===== config.mk =====
export PLATFORM = sky130hd
export DESIGN_NAME = prog_loader_flat
export DESIGN_NICKNAME = d
export VERILOG_FILES = /design/src/rtl/prog_loader_if.sv /design/src/rtl/prog_loader.sv /design/src/flat_wrapper.sv
export SDC_FILE = /design/constraint.sdc
export NUM_CORES = 1
export LEC_CHECK = 0
export CORE_MARGIN = 5
export CORE_UTILIZATION = 45
export CTS_BUF_LIST = sky130_fd_sc_hd__clkbuf_2 sky130_fd_sc_hd__clkbuf_4 sky130_fd_sc_hd__clkbuf_8
export CTS_CLUSTER_DIAMETER = 100
export DETAILED_ROUTE_END_ITERATION = 10
export PLACE_DENSITY_LB_ADDON = 0.3
export SYNTH_ARGS = -nofsm -noshare
export SYNTH_HDL_FRONTEND = slang
export SYNTH_SLANG_ARGS = --single-unit

===== constraint.sdc =====
create_clock -name clk -period 3.9 [get_ports clk]
set_clock_uncertainty 0.2 [all_clocks]
set_input_delay 0.78 -clock clk [delete_from_list [all_inputs] [get_ports clk]]
set_output_delay 0.78 -clock clk [all_outputs]
set_load 0.005 [all_outputs]

===== src/rtl/prog_loader_if.sv =====
// prog_loader_if
// Instruction-word stream into the program loader.
//   in_valid  source has a word on in_data
//   in_data   instruction word (DATA_W bits)
//   in_last   marks the final word of a program, qualified by the handshake
//   in_ready  loader can accept a word this cycle
// Modports: master = word source, slave = loader.
interface prog_loader_if #(
    parameter int DATA_W = 32
) ();
    logic              in_valid;
    logic [DATA_W-1:0] in_data;
    logic              in_last;
    logic              in_ready;

    modport master (
        output in_valid,
        output in_data,
        output in_last,
        input  in_ready
    );

    modport slave (
        input  in_valid,
        input  in_data,
        input  in_last,
        output in_ready
    );
endinterface


===== src/rtl/prog_loader.sv =====
// prog_loader
// Front-end for the single-cycle CPU. It streams instruction words into
// instruction memory from address 0, pulses startin once the program is
// loaded, lets the CPU run for RUN_CYCLES clocks, then flags done.
// Ports:
//   clk, rst      system clock, synchronous active-high reset
//   in_if         word stream (slave side of prog_loader_if)
//   mem_we        instruction-memory write enable
//   mem_addr      instruction-memory word address
//   mem_wdata     instruction-memory write data
//   startin       one-cycle CPU start pulse
//   busy          high while loading, starting or running
//   done          program has run RUN_CYCLES cycles (held until next load)
//   err           program was truncated at DEPTH words
//   word_count    words written in the current/last load
//
// state | meaning
// ------+----------------------------------------------------------
// IDLE  | after reset, waiting for the first word
// LOAD  | writing words at ptr until in_last or memory is full
// START | one cycle, startin asserted alongside the final write
// RUN   | CPU executing, run_cnt counts 0 .. RUN_CYCLES-1
// DONE  | run complete; a new handshake starts a fresh load
module prog_loader #(
    parameter int ADDR_W     = 6,
    parameter int DATA_W     = 32,
    parameter int RUN_CYCLES = 21
) (
    input  logic              clk,
    input  logic              rst,
    prog_loader_if.slave      in_if,
    output logic              mem_we,
    output logic [ADDR_W-1:0] mem_addr,
    output logic [DATA_W-1:0] mem_wdata,
    output logic              startin,
    output logic              busy,
    output logic              done,
    output logic              err,
    output logic [ADDR_W:0]   word_count
);

    localparam int CNT_W = (RUN_CYCLES > 1) ? $clog2(RUN_CYCLES) : 1;

    localparam logic [ADDR_W-1:0] PTR_LAST = ADDR_W'((2 ** ADDR_W) - 1);
    localparam logic [ADDR_W-1:0] PTR_ONE  = ADDR_W'(1);
    localparam logic [ADDR_W:0]   WC_ONE   = (ADDR_W + 1)'(1);
    localparam logic [CNT_W-1:0]  CNT_LAST = CNT_W'(RUN_CYCLES - 1);
    localparam logic [CNT_W-1:0]  CNT_ONE  = CNT_W'(1);

    typedef enum logic [2:0] {
        ST_IDLE,
        ST_LOAD,
        ST_START,
        ST_RUN,
        ST_DONE
    } state_t;

    state_t            state;
    state_t            state_nxt;
    logic [ADDR_W-1:0] ptr;
    logic [CNT_W-1:0]  run_cnt;
    logic              ready;
    logic              hs;
    logic              first_word;
    logic              at_last_slot;

    assign ready          = (state == ST_IDLE) || (state == ST_LOAD) || (state == ST_DONE);
    assign in_if.in_ready = ready;
    assign hs             = in_if.in_valid && ready;
    // A load always restarts at address 0 when it begins from IDLE or DONE.
    assign first_word     = hs && ((state == ST_IDLE) || (state == ST_DONE));
    assign at_last_slot   = (ptr == PTR_LAST);

    assign startin = (state == ST_START);
    assign busy    = (state == ST_LOAD) || (state == ST_START) || (state == ST_RUN);
    assign done    = (state == ST_DONE);

    always_ff @(posedge clk) begin
        if (rst) begin
            state <= ST_IDLE;
        end else begin
            state <= state_nxt;
        end
    end

    always_comb begin
        state_nxt = state;
        case (state)
            ST_IDLE, ST_DONE: begin
                if (hs) begin
                    state_nxt = in_if.in_last ? ST_START : ST_LOAD;
                end
            end
            ST_LOAD: begin
                // Filling the last slot without in_last truncates the program.
                if (hs && (in_if.in_last || at_last_slot)) begin
                    state_nxt = ST_START;
                end
            end
            ST_START: state_nxt = ST_RUN;
            ST_RUN: begin
                if (run_cnt == CNT_LAST) begin
                    state_nxt = ST_DONE;
                end
            end
            default: state_nxt = ST_IDLE;
        endcase
    end

    always_ff @(posedge clk) begin
        if (rst) begin
            ptr        <= '0;
            run_cnt    <= '0;
            mem_we     <= 1'b0;
            mem_addr   <= '0;
            mem_wdata  <= '0;
            err        <= 1'b0;
            word_count <= '0;
        end else begin
            mem_we <= hs;
            if (hs) begin
                mem_wdata <= in_if.in_data;
                mem_addr  <= first_word ? '0 : ptr;
            end

            if (first_word) begin
                ptr        <= PTR_ONE;
                word_count <= WC_ONE;
                err        <= 1'b0;
            end else if (hs) begin
                // ptr is held at the last slot so it never wraps within a load.
                if (!at_last_slot) begin
                    ptr <= ptr + PTR_ONE;
                end
                word_count <= word_count + WC_ONE;
                if (!in_if.in_last && at_last_slot) begin
                    err <= 1'b1;
                end
            end

            if (state == ST_START) begin
                run_cnt <= '0;
            end else if (state == ST_RUN) begin
                run_cnt <= run_cnt + CNT_ONE;
            end
        end
    end

endmodule


===== src/flat_wrapper.sv =====
// flat-port wrapper written by rule: the top's interface ports become plain ports
module prog_loader_flat 
#(
    parameter int ADDR_W     = 6,
    parameter int DATA_W     = 32,
    parameter int RUN_CYCLES = 21
)
  (clk, rst, mem_we, mem_addr, mem_wdata, startin, busy, done, err, word_count, in_if_in_valid, in_if_in_data, in_if_in_last, in_if_in_ready);
  prog_loader_if #(.DATA_W(DATA_W)) in_if_i ();
  input  logic clk;
  input  logic rst;
  output logic mem_we;
  output logic [ADDR_W-1:0] mem_addr;
  output logic [DATA_W-1:0] mem_wdata;
  output logic startin;
  output logic busy;
  output logic done;
  output logic err;
  output logic [ADDR_W:0] word_count;
  input wire logic [$bits(in_if_i.in_valid)-1:0] in_if_in_valid;
  input wire logic [$bits(in_if_i.in_data)-1:0] in_if_in_data;
  input wire logic [$bits(in_if_i.in_last)-1:0] in_if_in_last;
  output wire logic [$bits(in_if_i.in_ready)-1:0] in_if_in_ready;
  assign in_if_i.in_valid = in_if_in_valid;
  assign in_if_i.in_data = in_if_in_data;
  assign in_if_i.in_last = in_if_in_last;
  assign in_if_in_ready = in_if_i.in_ready;
  prog_loader #(.ADDR_W(ADDR_W), .DATA_W(DATA_W), .RUN_CYCLES(RUN_CYCLES)) u_core (.clk(clk), .rst(rst), .in_if(in_if_i), .mem_we(mem_we), .mem_addr(mem_addr), .mem_wdata(mem_wdata), .startin(startin), .busy(busy), .done(done), .err(err), .word_count(word_count));
endmodule

==> reports/qor.yml, run 1 <==
clock_network:
  cts_setup_buffers: 0
  cts_tree: "yes"
  cts_hold_buf: 0
  root_buffer: "clkbuf_8"
  post_cts_resized: 0
  clockBufferDepth: 2
  cts_sinks: 61
  clk_latency_ns: 0.33
  ctsHtreeMaxLevel: 3
  path_clk_slew_ns: 0.07
  cts_buffers: 9
route:
  highest_layer: "met4"
  drc: 0
  first_pass_iters: 4
  ant_nets: 0
  drt_wl_total_mm: 5.83
  drtIter0Drc: 149
  via_count: 2257
  wl_met2_mm: 2.75
  wl_met1_mm: 2.62
  wl_met3_um: 353
  wl_per_cell_um: 12.5
  vias_per_cell: 4.85
global_route:
  grt_pass1_vias: 2088
  grt_max_degree: 46
  grt_use_total: 0.168
  grt_overflow: 0
  grt_pass1_wl_mm: 9.64
  antenna_found_initial: 0
yosys:
  synth_cell_types: 37
  synthCells: 307
  synth_edf_count: 0
  synth_xor_area_frac: 0.0356
  yosysWarningCount: 0
  synth_top_family_by_area: "simple AND/OR/NAND/NOR gates"
  ys_seq_area_frac: 0.497
  ys_ff_latch: 61
  synth_mux_area_frac: 0
  synth_area_mm2: 0.00246
  ys_async_sr_fraction: 0
  synth_nets: 347
  synthSimpleGateAreaFrac: 0.265
  syn_area_per_cell_um2: 8.00
  yosys.area_share.adder: 0.0204
  synth_compound_area_frac: 0.131
  synth-main-ff-cell: "dfxtp_1"
timing:
  setup_ws_ns: 1.16
  fmax_mhz: 365
  rsz0062_at_grt: "no"
  worst_pin_slew_ns: 0.725
  fin_tns_setup_ns: 0
  period_needed_ns: 2.74
  min_period_over_period: 0.702
  finalMaxSlewViolations: 0
  setup_viol: 0
  maxSlewHeadroom: 0.517
  hold_viol: 0
placement:
  place.gp.congestion: 0.835
  hpwl_mm: 4.17
  portBuffers: 86
  pre_cts_slack_ns: 0.831
die:
  initial_core_util: 0.455
  core.rowCount: 27
  io_pins: 87
  die_w_um: 83.9
  die_area_mm2: 0.00704
  die_y_um: 83.9
  design.core.area_mm2: 0.00541
pwr:
  clockPowerShare: 0.378
  switchingPower_uw: 357
  combPwrFrac: 0.151
  power_density_mw_per_mm2: 409
  p_int_uw: 1090
  leakage_uw: 0.00130
  ir_drop_v: 0.000364
  power_switching_share: 0.247
  seqPwrFrac: 0.471
cells_and_area:
  n_fill_cell: 495
  nNetsFinal: 428
  layout_commonest_cell: "clkdlybuf4s50_1"
  drive_above_1_share: 0.0560
  mostFrequentLayoutCells: "clkdlybuf4s50_1, nand2_1, dfxtp_1, a21oi_1, nor2_1"
  area_growth_pct: 43.7
  diodes: 0
flow_run:
  maxCapViolCount: 0
run_status:
  status: "completed"
worst_setup_path:
  endpoint_kind: "primary output"
  crit_fanout: 11
  worstSetupPathType: "flop to primary output"
  startpoint_type: "flop"
  cp.arrival_ns: 1.76
  cp_data_required_time_ns: 2.92
worst_hold_path:
  hold_class: "flop to flop"
-- state kept, by name, indices dropped and copies added, names as in the netlist --
name,count
u_core.state,3
u_core.err,1
u_core.mem_we,1
u_core.word_count,7
u_core.run_cnt,5
u_core.ptr,6
u_core.mem_addr,6
u_core.mem_wdata,32
-- critical path: stages, from the launching register on --
cell and delay, ns:
dfxtp_1 0.41, or2_2 0.42, nor2_1 0.11, clkdlybuf4s50_1 0.50
-- layer usage --
layer | vias to the layer above | track usage
met1 | 1013 | 0.205
met4 | 0 | 0.0789
li1 | 1180 | -
met5 | - | 0
met3 | 11 | 0.0494
met2 | 53 | 0.273
-- stage by stage --
stage               instances  instance area, µm²   util  power (µW)  hold slack, ns
floorplan                 307                2460      -         800           0.242
global placement          449                3340  0.617         911           0.241
detailed placement        449                3340  0.617         914           0.246
CTS                       465                3530  0.653        1460           0.255
global route              465                3530  0.653        1510           0.269
finish                    465                3530  0.653        1450           0.252
-- worst paths after layout --
kind	startpoint	to	slack (ns)	cells after the start
max reg2reg	u_core.state[1]	u_core.mem_wdata[5]	1.85	5
min	u_core.mem_addr[4]	u_core.mem_addr[4]	0.25	2
max	u_core.state[0]	done	1.16	3
min reg2reg	u_core.mem_addr[4]	u_core.mem_addr[4]	0.25	2
-- synthesized netlist by cell type (3+ instances only) --
cell / n / area, µm²
nand2_1: 84 / 315
dfxtp_1: 61 / 1220
a21oi_1: 49 / 245
nor2_1: 22 / 82.6
nand3_1: 12 / 60.1
clkbuf_1: 11 / 41.3
inv_1: 6 / 22.5
nor3_1: 5 / 25.0
xnor2_1: 5 / 43.8
xor2_1: 5 / 43.8
buf_4: 4 / 30.0
ha_1: 4 / 50.1
nand2b_1: 4 / 25.0
nand4_1: 4 / 25.0
a211oi_1: 3 / 22.5
and3_1: 3 / 18.8
-- area by class of cell --
type	count	area, µm²	share of cell area
clock inverter	5	50.0	0.0142
multi-input combinational	220	1110	0.315
clock buffer	11	145	0.0411
sequential	61	1220	0.346
inverter	6	22.5	0.00638
timing repair buffer	90	891	0.252
tap	72	90.1	0.0255
-- power by group through the flow --
| stage | logic (µW) | registers, µW | clock network [µW] |
|---|---|---|---|
| 2_1_floorplan | 111 | 690 | 0 |
| 3_3_place_gp | 217 | 694 | 0 |
| 3_5_place_dp | 220 | 695 | 0 |
| 4_1_cts | 221 | 681 | 561 |
| 5_1_grt | 242 | 685 | 586 |
| 6_report | 218 | 681 | 547 |
-- cells by family (layout without fill, tap and decap cells) --
| group | Yosys count | after routing |
|---|---|---|
| DFF | 61 | 61 |
| adders and majority gates | 4 | 4 |
| buffers and inverters | 26 | 112 |
| and+or+nand+nor | 147 | 147 |
| AOI/OAI and AO/OA | 59 | 59 |
| xor gates and xnor gates | 10 | 10 |
Note: power is estimated with default switching activity, not from simulation.
==> run 2, diff against run 1 <==
--- a/config.mk
+++ b/config.mk
@@ -6,7 +6,7 @@
 export NUM_CORES = 1
 export LEC_CHECK = 0
 export CORE_MARGIN = 5
-export CORE_UTILIZATION = 45
+export CORE_UTILIZATION = 42
 export CTS_BUF_LIST = sky130_fd_sc_hd__clkbuf_2 sky130_fd_sc_hd__clkbuf_4 sky130_fd_sc_hd__clkbuf_8
 export CTS_CLUSTER_DIAMETER = 100
 export DETAILED_ROUTE_END_ITERATION = 10
==> constraint.sdc (replaced) <==
create_clock -name clk -period 2.2 [get_ports clk]
set_clock_uncertainty 0.2 [all_clocks]
set_input_delay 0.44 -clock clk [delete_from_list [all_inputs] [get_ports clk]]
set_output_delay 0.44 -clock clk [all_outputs]
set_load 0.005 [all_outputs]
==> run 2 against run 1 <==
Net effect: sequential cell count stayed put; combinational power is 93% higher; critical endpoint is now in_if_in_ready; non-clock buffer count is 9 higher; clock power is 94% higher.
==> reports/qor.yml, run 2 (synthesis results as in run 1) <==
timing:
  worst_pin_slew_ns: 0.393  # -0.332 ns
  fmax_mhz: 469
  period_needed_ns: 2.13
  maxSlewHeadroom: 0.738  # +0.222
  setup_viol: 0  # unchanged
  min_period_over_period: 0.969
  hold_viol: 0  # unchanged
  fin_tns_setup_ns: 0  # unchanged
  hold_ws_ns: 0.253  # +0.00159 ns
  rsz0062_at_grt: "no"
  setup_ws_ns: 0.0686  # -1.10 ns
  finalMaxSlewViolations: 0  # unchanged
placement:
  hpwl_mm: 4.56  # +9.3%
  place.gp.congestion: 0.810  # -3.0%
  placed_cells: 459  # +2.2%
  pre_cts_slack_ns: 0.0491  # -0.782 ns
  portBuffers: 86  # unchanged
route:
  wl_per_cell_um: 13.2  # +5.2%
  drc: 0  # unchanged
  vias_per_cell: 5.00  # +2.9%
  ant_nets: 0  # unchanged
  drt_wl_total_mm: 6.23  # +7.0%
  first_pass_iters: 4  # unchanged
  drtIter0Drc: 106  # -29%
  via_count: 2363  # +4.7%
run_status:
  status: "completed"
worst_setup_path:
  path_buf_inv: 2  # +1
  cp_slowest_cell: "clkdlybuf4s50_1"
  crit_chain: "a21o_4 > inv_1 > clkdlybuf4s50_1"
  cp.arrival_ns: 1.49  # -0.27 ns
  crit_path_max_incr_delay_ns: 0.48  # -0.02 ns
  crit_family: "buffers and inverters"
  startpoint_type: "flop"
  cp_data_required_time_ns: 1.56  # -1.36 ns
  worstSetupPathType: "flop to primary output"
  endpoint_kind: "primary output"
  crit_fanout: 11  # unchanged
global_route:
  grt_busiest_layer: "met2"
  grt_use_total: 0.171  # +0.00264
  grt_pass1_vias: 2281  # +9.2%
  grt_overflow: 0  # unchanged
  grt_util_met1: 0.190  # -0.0150
  antenna_found_initial: 0  # unchanged
  met3_usage: 0.0380  # -0.0113
  grt_pass1_wl_mm: 10.2  # +6.2%
  grt_max_degree: 40  # -13%
  global_route.usage.met2: 0.295  # +0.0223
die:
  die_y_um: 86.5  # +3.1%
  io_pins: 87  # unchanged
  die_w_um: 86.5  # +3.1%
  die_area_mm2: 0.00748  # +6.3%
  core.rowCount: 27  # unchanged
  design.core.area_mm2: 0.00561  # +3.8%
  initial_core_util: 0.438  # -0.0164
cells_and_area:
  largestRegisters: "u_core.mem_wdata x32, u_core.word_count x7"
  stdcell_count: 473  # +1.7%
  n_fill_cell: 510  # +3.0%
  layout_commonest_cell: "clkdlybuf4s50_1"
  mostFrequentLayoutCells: "clkdlybuf4s50_1, nand2_1, dfxtp_1, a21oi_1, nor2_1"
  seqCellArea_mm2: 0.00123  # +0.51%
  largest_register_ffs: 32  # unchanged
  drive_above_1_share: 0.0898  # +0.0338
  multi_input_area_mm2: 0.00113  # +1.6%
  top_register: "u_core.mem_wdata"
  area_growth_pct: 48.6
  diodes: 0  # unchanged
  nNetsFinal: 437  # +2.1%
pwr:
  ir_drop_v: 0.000458  # +26%
  leakage_uw: 0.00136  # +4.5%
  power_uw: 2690  # +86%
  power_density_mw_per_mm2: 738  # +80%
clock_network:
  cts_sinks: 61  # unchanged
  ctsHtreeMaxLevel: 3  # unchanged
  clk_latency_ns: 0.33  # about the same
  path_clk_slew_ns: 0.06  # about the same
  cts_setup_buffers: 0  # unchanged
  cts_buffers: 9  # unchanged
  root_buffer: "clkbuf_8"
  cts_tree: "yes"
  clockBufferDepth: 2  # unchanged
worst_hold_path:
  hold_class: "flop to flop"
flow_run:
  maxCapViolCount: 0  # unchanged
[run 2: cell count changes in the layout (fill, tap and decap cells not counted), sizes merged]
cell / change
bufinv: +1
clkdlybuf4s50: -1
clkinv: -1
dlygate4sd2: +1
clkbuf: -1
buf: +9
[run 2: through the flow]
stage | cell area [µm²] | util
4_1_cts | 3640 | 0.649
2_1_floorplan | 2460 | -
3_3_place_gp | 3420 | 0.610
3_5_place_dp | 3420 | 0.610
6_report | 3650 | 0.651
5_1_grt | 3650 | 0.651
[run 2: worst paths after layout]
| path | slack [ns] | end | from | cells past startpoint |
|---|---|---|---|---|
| worst max-delay path | 0.07 | in_if_in_ready | u_core.state[0] | 3 |
| worst min-delay path | 0.25 | u_core.mem_wdata[24] | u_core.mem_wdata[24] | 2 |
| worst max register to register | 0.38 | u_core.err | u_core.ptr[0] | 5 |
| worst min register to register | 0.25 | u_core.mem_wdata[24] | u_core.mem_wdata[24] | 2 |
[run 2: final cells by class]
type	count	area share
inverter	6	0.00617
timing repair buffer	99	0.266
tap	72	0.0247
clock inverter	5	0.0206
sequential	61	0.336
multi-input combinational	220	0.309
clock buffer	10	0.0377
[run 2: tightest hold or removal path, stage by stage, from the launching register on]
cell and delay [ns]:
dfxtp_1 0.31, nand2_1 0.05, a21oi_1 0.05
[run 2: what timing repair did]
action                                  CTS  global route
hold buffers                              0             0
gates resized for setup                   6             2
endpoints found under the hold margin     0             0
pin swaps                                 0             0
endpoints found under the setup margin    4             1
[run 2: power by group]
group / internal (µW) / switching, µW
clock network: 656 / 406
registers: 1160 / 48.5
logic: 238 / 182
total: 2060 / 637
[run 2: layer usage]
metal,share of wire,routed length [µm]
met1,0.41,2540
met4,0.037,231
met3,0.060,371
met2,0.49,3080
met5,0,0
